==> config.mk <==
export PLATFORM = sky130hd
export DESIGN_NAME = pc_pipe_reg_flat
export DESIGN_NICKNAME = d
export VERILOG_FILES = /design/src/rtl/pc_pipe_pkg.sv /design/src/rtl/pc_pipe_reg_if.sv /design/src/rtl/pc_pipe_slot.sv /design/src/rtl/pc_pipe_reg.sv /design/src/flat_wrapper.sv
export SDC_FILE = /design/constraint.sdc
export NUM_CORES = 1
export LEC_CHECK = 0
export CAP_MARGIN = 10
export CORE_UTILIZATION = 30
export CTS_CLUSTER_DIAMETER = 40
export DETAILED_ROUTE_END_ITERATION = 10
export SLEW_MARGIN = 20
export SYNTH_ARGS = -nofsm -noshare
export SYNTH_HDL_FRONTEND = slang
export SYNTH_SLANG_ARGS = --single-unit
==> constraint.sdc <==
create_clock -name clk -period 2.49 [get_ports clk]
set_input_delay 0.747 -clock clk [delete_from_list [all_inputs] [get_ports clk]]
set_output_delay 0.747 -clock clk [all_outputs]
set_load 0.05 [all_outputs]
==> src/rtl/pc_pipe_pkg.sv <==
// Shared constants and payload type for the PC pipeline register stage.
package pc_pipe_pkg;

  localparam int ADDR_W_DEF  = 8;
  localparam int INSTR_W_DEF = 16;

  typedef struct packed {
    logic [ADDR_W_DEF-1:0]  cur_addr;
    logic [ADDR_W_DEF-1:0]  next_addr;
    logic [INSTR_W_DEF-1:0] instr;
  } pc_payload_t;

endpackage

==> src/rtl/pc_pipe_reg_if.sv <==
// Upstream/downstream handshake bundle for pc_pipe_reg.
interface pc_pipe_reg_if
  import pc_pipe_pkg::*;
#(
  parameter int ADDR_W  = ADDR_W_DEF,
  parameter int INSTR_W = INSTR_W_DEF
);

  logic               in_valid;
  logic               in_ready;
  logic [ADDR_W-1:0]  in_cur_addr;
  logic [ADDR_W-1:0]  in_next_addr;
  logic [INSTR_W-1:0] in_instr;
  logic               flush;
  logic               out_valid;
  logic               out_ready;
  logic [ADDR_W-1:0]  out_cur_addr;
  logic [ADDR_W-1:0]  out_next_addr;
  logic [INSTR_W-1:0] out_instr;
  logic [1:0]         occupancy;

  modport master (
    output in_valid, in_cur_addr, in_next_addr, in_instr, flush, out_ready,
    input  in_ready, out_valid, out_cur_addr, out_next_addr, out_instr, occupancy
  );

  modport slave (
    input  in_valid, in_cur_addr, in_next_addr, in_instr, flush, out_ready,
    output in_ready, out_valid, out_cur_addr, out_next_addr, out_instr, occupancy
  );

endinterface

==> src/rtl/pc_pipe_slot.sv <==
// One buffer slot: valid bit plus payload register; clear wins over load.
module pc_pipe_slot #(
  parameter int W = 32
) (
  input  logic         clk,
  input  logic         reset,
  input  logic         load_i,
  input  logic         clear_i,
  input  logic [W-1:0] data_i,
  output logic         valid_o,
  output logic [W-1:0] data_o
);

  logic         valid_q, valid_d;
  logic [W-1:0] data_q, data_d;

  // Clear drops only the valid bit; payload bits keep their old value.
  always_comb begin
    valid_d = valid_q;
    data_d  = data_q;
    if (clear_i) begin
      valid_d = 1'b0;
    end else if (load_i) begin
      valid_d = 1'b1;
      data_d  = data_i;
    end
  end

  always_ff @(posedge clk) begin
    if (reset) begin
      valid_q <= 1'b0;
      data_q  <= '0;
    end else begin
      valid_q <= valid_d;
      data_q  <= data_d;
    end
  end

  assign valid_o = valid_q;
  assign data_o  = data_q;

endmodule

==> src/rtl/pc_pipe_reg.sv <==
// Two-entry skid-buffered pipeline register carrying PC/next-PC/instruction.
module pc_pipe_reg
  import pc_pipe_pkg::*;
#(
  parameter int ADDR_W  = ADDR_W_DEF,
  parameter int INSTR_W = INSTR_W_DEF
) (
  input logic          clk,
  input logic          reset,
  pc_pipe_reg_if.slave bus
);

  localparam int PW = 2 * ADDR_W + INSTR_W;

  logic          main_v, skid_v;
  logic [PW-1:0] main_data, skid_data, in_data, main_src;
  logic          accept, consume;
  logic          main_load, main_clear, skid_load, skid_clear;

  assign in_data = {bus.in_cur_addr, bus.in_next_addr, bus.in_instr};

  assign accept  = bus.in_valid & ~skid_v;
  assign consume = main_v & bus.out_ready;

  // An accept implies the skid is empty, so the skid never competes with in_data.
  assign main_load  = ~bus.flush & ((accept & (~main_v | consume)) | (consume & skid_v));
  assign main_src   = skid_v ? skid_data : in_data;
  assign main_clear = bus.flush | (consume & ~main_load);

  assign skid_load  = ~bus.flush & accept & main_v & ~consume;
  assign skid_clear = bus.flush | (consume & skid_v);

  pc_pipe_slot #(.W(PW)) u_main (
    .clk     (clk),
    .reset   (reset),
    .load_i  (main_load),
    .clear_i (main_clear),
    .data_i  (main_src),
    .valid_o (main_v),
    .data_o  (main_data)
  );

  pc_pipe_slot #(.W(PW)) u_skid (
    .clk     (clk),
    .reset   (reset),
    .load_i  (skid_load),
    .clear_i (skid_clear),
    .data_i  (in_data),
    .valid_o (skid_v),
    .data_o  (skid_data)
  );

  assign bus.in_ready  = ~skid_v;
  assign bus.out_valid = main_v;
  assign {bus.out_cur_addr, bus.out_next_addr, bus.out_instr} = main_data;
  assign bus.occupancy = {1'b0, main_v} + {1'b0, skid_v};

endmodule

==> src/flat_wrapper.sv <==
// flat-port wrapper written by rule: the top's interface ports become plain ports
module pc_pipe_reg_flat import pc_pipe_pkg::*;
#(
  parameter int ADDR_W  = ADDR_W_DEF,
  parameter int INSTR_W = INSTR_W_DEF
)
  (clk, reset, bus_in_valid, bus_in_cur_addr, bus_in_next_addr, bus_in_instr, bus_flush, bus_out_ready, bus_in_ready, bus_out_valid, bus_out_cur_addr, bus_out_next_addr, bus_out_instr, bus_occupancy);
  pc_pipe_reg_if #(.ADDR_W(ADDR_W), .INSTR_W(INSTR_W)) bus_i ();
  input logic clk;
  input logic reset;
  input wire logic [$bits(bus_i.in_valid)-1:0] bus_in_valid;
  input wire logic [$bits(bus_i.in_cur_addr)-1:0] bus_in_cur_addr;
  input wire logic [$bits(bus_i.in_next_addr)-1:0] bus_in_next_addr;
  input wire logic [$bits(bus_i.in_instr)-1:0] bus_in_instr;
  input wire logic [$bits(bus_i.flush)-1:0] bus_flush;
  input wire logic [$bits(bus_i.out_ready)-1:0] bus_out_ready;
  output wire logic [$bits(bus_i.in_ready)-1:0] bus_in_ready;
  output wire logic [$bits(bus_i.out_valid)-1:0] bus_out_valid;
  output wire logic [$bits(bus_i.out_cur_addr)-1:0] bus_out_cur_addr;
  output wire logic [$bits(bus_i.out_next_addr)-1:0] bus_out_next_addr;
  output wire logic [$bits(bus_i.out_instr)-1:0] bus_out_instr;
  output wire logic [$bits(bus_i.occupancy)-1:0] bus_occupancy;
  assign bus_i.in_valid = bus_in_valid;
  assign bus_i.in_cur_addr = bus_in_cur_addr;
  assign bus_i.in_next_addr = bus_in_next_addr;
  assign bus_i.in_instr = bus_in_instr;
  assign bus_i.flush = bus_flush;
  assign bus_i.out_ready = bus_out_ready;
  assign bus_in_ready = bus_i.in_ready;
  assign bus_out_valid = bus_i.out_valid;
  assign bus_out_cur_addr = bus_i.out_cur_addr;
  assign bus_out_next_addr = bus_i.out_next_addr;
  assign bus_out_instr = bus_i.out_instr;
  assign bus_occupancy = bus_i.occupancy;
  pc_pipe_reg #(.ADDR_W(ADDR_W), .INSTR_W(INSTR_W)) u_core (.clk(clk), .reset(reset), .bus(bus_i));
endmodule
==> flow_metrics.env <==
export IMPL_dieArea_um2=11500
export IMPL_detail_route_wl_per_cell_um=12.1
export IMPL_route_detailed_drc=0
export IMPL_crit_path_end_kind="output pin"
export IMPL_sequential_cell_area_um2=1320
export IMPL_timing_max_cap_violations=0
export IMPL_sw_frac_of_total_pct=26.7
export IMPL_core_um2=10500
export IMPL_clock_group_share_of_total_power_pct=34.3
export IMPL_max_slew_worst_pin_slew_ps=635
export IMPL_synth_main_ff_cell="sky130_fd_sc_hd__dfxtp_1"
export IMPL_largest_net_degree_at_the_start_of_global_routing=58
export IMPL_slew_headroom_pct=57.7
export IMPL_skew_ps=6.79
export IMPL_cp_arrival_ps=1580
export IMPL_detailroute_via_count=2350
export IMPL_worst_setup_path_start_kind="flop"
export IMPL_avgSynthCellArea_um2=10.2
export IMPL_start_util_pct=31.5
export IMPL_vdd_ir_drop_worst_uv=245
export IMPL_worstSkewPairLatency_ps=330
export IMPL_crit_chain="clkdlybuf4s50_1"
export IMPL_synth_nets=364
export IMPL_cts_tree="done"
export IMPL_final_layout_size_suffix_gt1_share_pct=7.56
export IMPL_finalInstanceArea_um2=4320
export IMPL_run_status="completed"
export IMPL_fmax_ghz=0.429
export IMPL_critical_path_max_stage_delay_ps=840
export IMPL_setup_total_negative_slack_ps=0
export IMPL_netSwitchingPower_mw=0.612
export IMPL_detailedRoute_firstPassIterationCount=4
export IMPL_synth_warnings=0
export IMPL_critical_path_slowest_cell="sky130_fd_sc_hd__clkdlybuf4s50_1"
export IMPL_rsz0062_at_grt="no"
export IMPL_postSynthCellCount=326
export IMPL_post_cts_resized=0
export IMPL_powerDensity_nw_per_um2=530
export IMPL_clockBufferDepth=2
export IMPL_power_frac_comb_pct=17.5
export IMPL_synth_seq_area_share_pct=39.9
export IMPL_timing_final_hold_violations=0
export IMPL_yosys_cell_types_count=22
export IMPL_gp_congestion=0.660
export IMPL_timing_setup_critical_path_class="flop to output pin"
export IMPL_die_w_um=107
export IMPL_clock_buffers_created_by_tritoncts=9
export IMPL_layout_worst_path_cycle_share_pct=93.5
export IMPL_design_internal_power_mw=1.68
export IMPL_fillerInstances=1052
export IMPL_dpl_instance_area_um2=4150
export IMPL_crit_path_max_fanout=6
export IMPL_dpl_hpwl_um=4210
export IMPL_part_of_the_power_in_registers_pct=48.2
export IMPL_area_growth_syn_to_layout_pct=30.6
export IMPL_port_buffers=72
export IMPL_cts_setup_buffers=0
export IMPL_route_antenna_remaining_nets=0
export IMPL_final_setup_viol_count=0
export IMPL_root_buffer="sky130_fd_sc_hd__clkbuf_8"
export IMPL_hold_path_class="flop to flop"
export IMPL_global_route_usage_total_pct=12.1
export IMPL_grt_antenna_before_repair=0
export IMPL_gr_total_overflow=0
export IMPL_period_needed_ps=2330
export IMPL_cts_sink_count=66
export IMPL_clk_pin_slew_ps=70
export IMPL_viasPerCell=4.41
export IMPL_multiInputGateArea_um2=1830
export IMPL_synth_seq_cells=66
export IMPL_number_of_global_route_vias_before_repair=2256
export IMPL_placement_rows=37
export IMPL_grt_first_pass_wirelength_um=10800
export IMPL_leakage_nw=1.60
export IMPL_drt_initial_drc_count=34
export IMPL_insertedDiodeCount=0
export IMPL_netlist_area_um2=3310
export IMPL_finalMaxSlewViolations=0
export IMPL_cts_hold_buf=0
export IMPL_worst_path_buf_inv=1
export IMPL_number_of_enable_type_register_cells_in_the_synthesized_netlist=0
export IMPL_die_height_um=107
export IMPL_pin_count=73
export IMPL_cts_htree_levels=3
export IMPL_ys_async_sr_fraction_pct=0
export IMPL_worst_path_dominant_cell_family="buffers and inverters"
export IMPL_final_net_count=431
export IMPL_detail_route_wirelength_um=6450
export IMPL_worstPathRequired_ps=1740
==> final cells by class <==
type	count	share of cell area, %
clock buffers	12	3.59
multi-input cells	234	42.4
flip-flops and latches	66	30.6
clock inverters	3	0.347
inverters	2	0.174
repair buffers	80	19.0
well taps	136	3.94
==> flip-flops by register name, indices dropped and copies added, names as in the netlist <==
| signal | flops |
|---|---|
| u_core.u_main.data_o | 32 |
| u_core.u_skid.data_o | 32 |
| u_core.u_main.valid_o | 1 |
| u_core.u_skid.valid_o | 1 |
==> final timing paths <==
path	cells past startpoint	slack (ps)	endpoint	start
worst min register to register	2	470	u_core.u_skid.data_o[2]	u_core.u_skid.data_o[2]
worst max-delay path	1	160	bus_out_valid	u_core.u_main.valid_o
worst max register to register	4	710	u_core.u_main.data_o[15]	u_core.u_skid.valid_o
worst min-delay path	2	470	u_core.u_skid.data_o[2]	u_core.u_skid.data_o[2]
==> cells by family (layout without fill, tap and decap cells) <==
logic type / Yosys count / in the layout / share of synthesized area (%)
adders and majority gates: 1 / 1 / 0.378
muxes: 96 / 96 / 30.2
and+or+nand+nor: 134 / 134 / 23.5
buffers and inverters: 26 / 97 / 4.76
AOI/OAI and AO/OA: 3 / 3 / 1.28
DFF: 66 / 66 / 39.9
==> power by group through the flow <==
stage	registers, mW	logic [mW]	clock network [mW]
detailed placement	1.13	0.406	0
CTS	1.11	0.408	0.831
global route	1.11	0.432	0.872
finish	1.11	0.401	0.786
floorplan	1.23	0.153	0
global placement	1.13	0.402	0
==> layer usage <==
| metal | up-vias | wire length, um | GRT usage, % | share of wire, % |
|---|---|---|---|---|
| li1 | 1215 | - | - | - |
| met1 | 1085 | 3050 | 15.0 | 47 |
| met2 | 48 | 3050 | 19.8 | 47 |
| met3 | 2 | 309 | 4.38 | 4.8 |
| met4 | 0 | 30 | 3.23 | 0.47 |
| met5 | - | 0 | 0 | 0 |
==> through the flow <==
| stage | total power [mW] | utilization (%) | setup WS, ps | cells | hold WS (ps) |
|---|---|---|---|---|---|
| final | 2.29 | 41.1 | 162 | 533 | 474 |
| after global routing | 2.41 | 41.1 | 112 | 533 | 491 |
| after CTS | 2.34 | 41.1 | 140 | 533 | 479 |
| after detailed placement | 1.54 | 39.5 | 189 | 518 | 468 |
| after global placement | 1.53 | 39.5 | 213 | 518 | 457 |
| after floorplan | 1.38 | - | 515 | 326 | 448 |
==> synthesized netlist by cell type (3+ instances only) <==
cell type	n	area, um^2
sky130_fd_sc_hd__mux2_1	32	360
sky130_fd_sc_hd__clkbuf_1	12	45.0
sky130_fd_sc_hd__nor2b_1	24	150
sky130_fd_sc_hd__dfxtp_1	66	1320
sky130_fd_sc_hd__mux2i_1	64	641
sky130_fd_sc_hd__and2b_1	8	60.1
sky130_fd_sc_hd__buf_2	3	15.0
sky130_fd_sc_hd__nand2b_1	65	407
sky130_fd_sc_hd__buf_6	7	78.8
sky130_fd_sc_hd__nor2_1	33	124
==> placed cells by master, fill, tap and decap left out <==
cell / Yosys / routed
sky130_fd_sc_hd__mux2_1: 32 / 32
sky130_fd_sc_hd__and2b_1: 8 / 8
sky130_fd_sc_hd__inv_1: 1 / 1
sky130_fd_sc_hd__clkinv_2: 0 / 3
sky130_fd_sc_hd__nand2_1: 1 / 1
sky130_fd_sc_hd__o221ai_4: 1 / 1
sky130_fd_sc_hd__and2_1: 1 / 1
sky130_fd_sc_hd__nor4_4: 1 / 1
sky130_fd_sc_hd__clkbuf_8: 0 / 11
sky130_fd_sc_hd__dfxtp_1: 66 / 65
sky130_fd_sc_hd__a22oi_1: 1 / 1
sky130_fd_sc_hd__clkbuf_1: 12 / 1
sky130_fd_sc_hd__dfxtp_2: 0 / 1
sky130_fd_sc_hd__nand2b_1: 65 / 65
sky130_fd_sc_hd__buf_12: 0 / 4
sky130_fd_sc_hd__buf_4: 1 / 8
sky130_fd_sc_hd__inv_2: 1 / 1
sky130_fd_sc_hd__nor3_1: 1 / 1
sky130_fd_sc_hd__clkdlybuf4s50_1: 0 / 68
sky130_fd_sc_hd__a2111oi_0: 1 / 1
sky130_fd_sc_hd__nor2b_1: 24 / 24
sky130_fd_sc_hd__ha_1: 1 / 1
sky130_fd_sc_hd__nor2_1: 33 / 33
sky130_fd_sc_hd__mux2i_1: 64 / 64
No activity file was read; power rests on OpenSTA's default activity.
